File: config.mk
export PLATFORM = sky130hd
export DESIGN_NAME = univ_shift_reg
export DESIGN_NICKNAME = d
export VERILOG_FILES = /design/src/rtl/univ_shift_reg.sv
export SDC_FILE = /design/constraint.sdc
export NUM_CORES = 1
export LEC_CHECK = 0
export ABC_AREA = 1
export CELL_PAD_IN_SITES_DETAIL_PLACEMENT = 0
export CELL_PAD_IN_SITES_GLOBAL_PLACEMENT = 1
export CORE_UTILIZATION = 35
export CTS_CLUSTER_DIAMETER = 100
export CTS_CLUSTER_SIZE = 40
export DETAILED_ROUTE_END_ITERATION = 10
export PLACE_DENSITY_LB_ADDON = 0.2
export SETUP_SLACK_MARGIN = 0.1
export SLEW_MARGIN = 20
export SYNTH_ARGS = -nofsm -noshare
export SYNTH_HDL_FRONTEND = slang
export SYNTH_SLANG_ARGS = --single-unit
File: constraint.sdc
create_clock -name clk -period 2.79 [get_ports clk]
set_input_delay 0.558 -clock clk [delete_from_list [all_inputs] [get_ports clk]]
set_output_delay 0.558 -clock clk [all_outputs]
set_load 0.02 [all_outputs]
File: src/rtl/univ_shift_reg.sv
// Universal shift register: load, shifts, rotates and an LSB-first serialise burst.
// Build option: define USHIFT_PARITY_EN to drive parity with the even-parity bit of d_out.
`timescale 1ns/1ps

module univ_shift_reg #(
    parameter int WIDTH = 8
) (
    input  logic             clk,
    input  logic             rst,
    input  logic             en,
    input  logic [2:0]       mode,
    input  logic [WIDTH-1:0] d_in,
    input  logic             ser_in_r,
    input  logic             ser_in_l,
    input  logic             start,
    output logic [WIDTH-1:0] d_out,
    output logic             ser_out_r,
    output logic             ser_out_l,
    output logic             busy,
    output logic             done,
    output logic             parity
);

    localparam int CW = $clog2(WIDTH);

    typedef enum logic {
        IDLE,
        BURST
    } state_t;

    state_t           stateQ, stateD;
    logic [WIDTH-1:0] dataQ, dataD;
    logic [CW-1:0]    countQ, countD;
    logic             busyQ, busyD;
    logic             doneQ, doneD;

    // Next-state logic: start wins over mode ops in IDLE, and BURST ignores every control input.
    always_comb begin
        stateD = stateQ;
        dataD  = dataQ;
        countD = countQ;
        busyD  = busyQ;
        doneD  = 1'b0;
        case (stateQ)
            IDLE: begin
                if (start) begin
                    dataD  = d_in;
                    countD = CW'(WIDTH - 1);
                    busyD  = 1'b1;
                    stateD = BURST;
                end else if (en) begin
                    case (mode)
                        3'b000: dataD = dataQ;
                        3'b001: dataD = d_in;
                        3'b010: dataD = {ser_in_r, dataQ[WIDTH-1:1]};
                        3'b011: dataD = {dataQ[WIDTH-2:0], ser_in_l};
                        3'b100: dataD = {dataQ[0], dataQ[WIDTH-1:1]};
                        3'b101: dataD = {dataQ[WIDTH-2:0], dataQ[WIDTH-1]};
                        3'b110: dataD = {dataQ[WIDTH-1], dataQ[WIDTH-1:1]};
                        default: dataD = '0;
                    endcase
                end
            end
            BURST: begin
                // The final shift empties the register, so it returns to IDLE holding zero.
                dataD = {1'b0, dataQ[WIDTH-1:1]};
                if (countQ != '0) begin
                    countD = countQ - CW'(1);
                    doneD  = (countQ == CW'(1));
                end else begin
                    busyD  = 1'b0;
                    stateD = IDLE;
                end
            end
            default: stateD = IDLE;
        endcase
    end

    always_ff @(posedge clk or posedge rst) begin
        if (rst) begin
            stateQ <= IDLE;
            dataQ  <= '0;
            countQ <= '0;
            busyQ  <= 1'b0;
            doneQ  <= 1'b0;
        end else begin
            stateQ <= stateD;
            dataQ  <= dataD;
            countQ <= countD;
            busyQ  <= busyD;
            doneQ  <= doneD;
        end
    end

    assign d_out     = dataQ;
    assign ser_out_r = dataQ[0];
    assign ser_out_l = dataQ[WIDTH-1];
    assign busy      = busyQ;
    assign done      = doneQ;

`ifdef USHIFT_PARITY_EN
    assign parity = ^dataQ;
`else
    assign parity = 1'b0;
`endif

endmodule

# Word level (Yosys, flattened, before mapping)
# Cells that the tools add are included.
# word_totals
regBits	14
inputBits	17
output_inout_bits	13
word_cells	42
# classes
addsub	1
n_eq_ne	13
mux	15
n_bitwise	1
n_reduce_logical	6
# op_table
operator	n
$pmux 8 s7	1
$mux 8	2
$pmux 8 s2	1
$eq 3x3->1 const B	3
$ne 3x3->1 const B	3
$eq 3x1->1 const B	2
$eq 3x2->1 const B	2
$mux 1	6
$mux 3	2
$pmux 3 s2	1
$reduce_and 2->1	3
$ne 2x2->1 const B	2
$pmux 1 s2	2
$logic_not 3->1	1
$reduce_and 3->1	1
$reduce_bool 3->1	1
$sub 3x1->3 const B	1
$ne 2x1->1 const B	1
$not 1->1	1

# Logic depth before layout (Yosys ltp)
# logic_depth
word_depth	5
mapped_depth	8
depth_no_buf	8

# Least setup slack after synthesis
# OpenSTA, ideal clock, no wires.
# synth_timing
kind	input-to-reg
from	in start
to	reg dataQ[1] (netlist: d_out[1])
setup_time_ns	0.073
t_arrival_ns	1.279
required_ns	2.717
setup_slack_ns	1.438
cell_stages	6
path_buffers	1
path_cell_list	buf_2 -> nor2_8 -> nand2_2 -> nor2_4 -> nand2_1 -> a21oi_2
# synth_via
elab_chain_cells	2
elab_cells_between_ends	5
classes_between	2 x eq/ne; 2 x mux; 1 x reduce/logical
# synth_rtl
item	line	source
start, declared	15	input logic start,
$mux 8 / $ne 3x3->1 (equally long branches)	-	
$pmux 8 s2 / $reduce_and 2->1 (equally long branches)	-	
end signal, assigned	88	dataQ <= dataD;
end, declared	32	logic [WIDTH-1:0] dataQ, dataD;
# Several ways; a longest one is shown, not always the timed one.
# A chain may end at the register's enable or synchronous reset.

# Worst setup path in the final report
# layout_timing
from	reg dataQ[7] (netlist: d_out[7])
to	out d_out[7]
# layout_lines
item	line	source
end, declared	16	output logic [WIDTH-1:0] d_out,
# No word-level cell between the ends.

==> metrics.txt <==
RSZ-0062 raised after global routing false; final wirelength between 2000 and 3000 um; critical path endpoint category output pin; Fin. Hold Viols 0; failing checks design-rule violations; number of buffers created by CTS 3; CP Data Required Time 2.23 ns; worst reg2reg setup slack around 1.3 ns; # diodes 0; max cap viols 0; Power Density ~850 nW/um^2; top post-synthesis cells by area dfrtp_1 (32%), nand2_1 (19%), nand3_1 (8.3%), nor2_1 (7.6%), a21oi_2 (4.8%); number of synthesized flops with an enable pin 0; Placement Cell Area 1360 um^2; critical path class reg2out; asr flop ratio synth between 90% and 100%; Worst slew margin 63.1%; Worst-Skew Late Latency around 0.28 ns; Post-Syn Area approximately 1100 um^2; post-detail-place hpwl 2020 um; reg2reg end countQ[0]; setup_tns 0 ns; cell accounting for the most synthesized area dfrtp_1; Worst Hold Launch busy; setup violators final 0; Sink Count 14; CTS tree built; Post-CTS Resized 0; crit share post-route between 60 and 70%; Hold Path Cell Cnt 2; buffer count from post-CTS setup fixing 0; Cells after Synth roughly 160; CP delay by family, top buffers and inverters; global route overflow 0; VDD IR-drop max ~0.42 mV; hold-fix buffers at CTS 0; Die W 57.7 um; Final Skew between 0.0015 and 0.002 ns; Total Routing Usage GR about a fifth; WP buf/inv 1; min Tclk post-route 1.94 ns; top cells by count, synth nand2_1 (54), nor2_1 (22), nand3_1 (18); final weighted congestion in routability-driven placement between 0.7 and 0.8; Routed wire per std cell between 10 and 15 um; r2r worst-path depth 7; root buffer cell clkbuf_4; crit-path max FO 6; num rows 19; vias per cell between 5 and 6; Pwr Total around 1200 uW; RR Startpoint stateQ; most common cell in the netlist nand2_1; worst path arrival time between 1 and 1.5 ns; clock transition at the registers of the reported paths approximately 0.090 ns; synthesized area per cell just under 7 um^2; end of the worst hold path busy; clock buffer depth 2; number of max-slew violations in the final report 0; CORE AREA about 2900 um^2; status complete, but fails checks; post-synth top area share 32.3%; final cell count without fillers 218; final worst-path setup slack ~0.85 ns; first-pass iteration count of the detailed router 7; P_leak around 0.0007 uW; worst slack at placement slightly above 0.7 ns; yosys warns 0; dpl cells 214; Area Overhead vs Synth 28.5%; Hold WC Path Type reg2reg; Max Clock Freq just over 500 MHz; CP max-delay cell clkdlybuf4s50_1; Vias between 1000 and 1500; IO Pins 30; post-route antenna net violation count 0; worst path cell trace clkdlybuf4s50_1; H-tree levels 1; global-route wire length before repair 4830 um; die span in y around 58 um; Main synth FF type dfrtp_1; drt drc 2; share of cells above drive strength 1 13.4%; largest net degree at the start of global routing 15; Netlist cell types 26; Starting Density a little under two fifths; Layout Nets roughly 210; Worst-Margin Slew 0.553 ns; number of synthesized register bits 14; via count of the first global-routing pass around 1100; DRC marker count from the first detailed-route iteration between 70 and 80; crit start category flip-flop; Largest stage delay, worst path about 0.65 ns; full die area approximately 3300 um^2; initial antenna violation count 0; sequential area share after synthesis around a third; number of port buffers 28; Syn Nets 181; final instance area between 1000 and 1500 um^2
## cell families (layout without fill, tap and decap cells)
kind of cell / after synthesis / in the layout / synth area share [%]
simple gates: 106 / 106 / 43.4
buf+inv: 21 / 47 / 9.68
compound gates: 16 / 16 / 10.8
flops: 14 / 14 / 32.3
fa+ha+maj: 3 / 3 / 3.46
other cells: 1 / 1 / 0.345
## per-stage QoR
| step | util, % | hold slack [ns] |
|---|---|---|
| final | 48.9 | 0.498 |
| after global routing | 48.9 | 0.534 |
| after CTS | 48.9 | 0.500 |
| after detailed placement | 47.6 | 0.478 |
| after global placement | 47.6 | 0.457 |
| after floorplan | - | 0.447 |
## power breakdown
part	internal, uW	switching (uW)
Clock	79.3	70.9
Combinational	286	340
Sequential	294	117
Total	659	527
## state kept, by name (all words and copies together), names as in the netlist
name / count
busy: 1
countQ: 3
d_out: 8
done: 1
stateQ: 1
## area by class of cell
type / count / area, um^2
inverters: 15 / 58.8
fillers: 313 / 1460
clock buffers: 4 / 36.3
well taps: 31 / 38.8
repair buffers: 28 / 280
multi-input cells: 126 / 631
flip-flops and latches: 14 / 350
## placed cells by master, fill, tap and decap left out, drive strengths merged
| master | count |
|---|---|
| nor3 | 2 |
| a21oi | 10 |
| ha | 3 |
| o21ai | 4 |
| a31oi | 1 |
| a21boi | 1 |
| clkinv | 1 |
| nand3 | 18 |
| clkbuf | 4 |
| nor2 | 25 |
| clkdlybuf4s50 | 28 |
| conb | 1 |
| dfrtp | 14 |
| inv | 14 |
| nand4 | 2 |
| nand2 | 59 |
## worst max path at each step
stage                        start  endpoint  slack (ns)  cells past startpoint
final                     d_out[7]  d_out[7]        0.85                      1
after global placement     mode[0]  d_out[4]        0.73                      6
after detailed placement   mode[0]  d_out[4]        0.73                      6
after floorplan              start  d_out[1]        1.44                      6
after CTS                 d_out[7]  d_out[7]        0.84                      1
after global routing      d_out[7]  d_out[7]        0.76                      1
## routing by layer
metal / track usage [%] / vias to the layer above / share of wire [%]
li1: - / 560 / -
met1: 24.4 / 506 / 49
met2: 31.7 / 32 / 45
met3: 2.23 / 2 / 5.0
met4: 7.14 / 0 / 0.60
met5: 0 / - / 0
(Power assumes the default switching activity.)
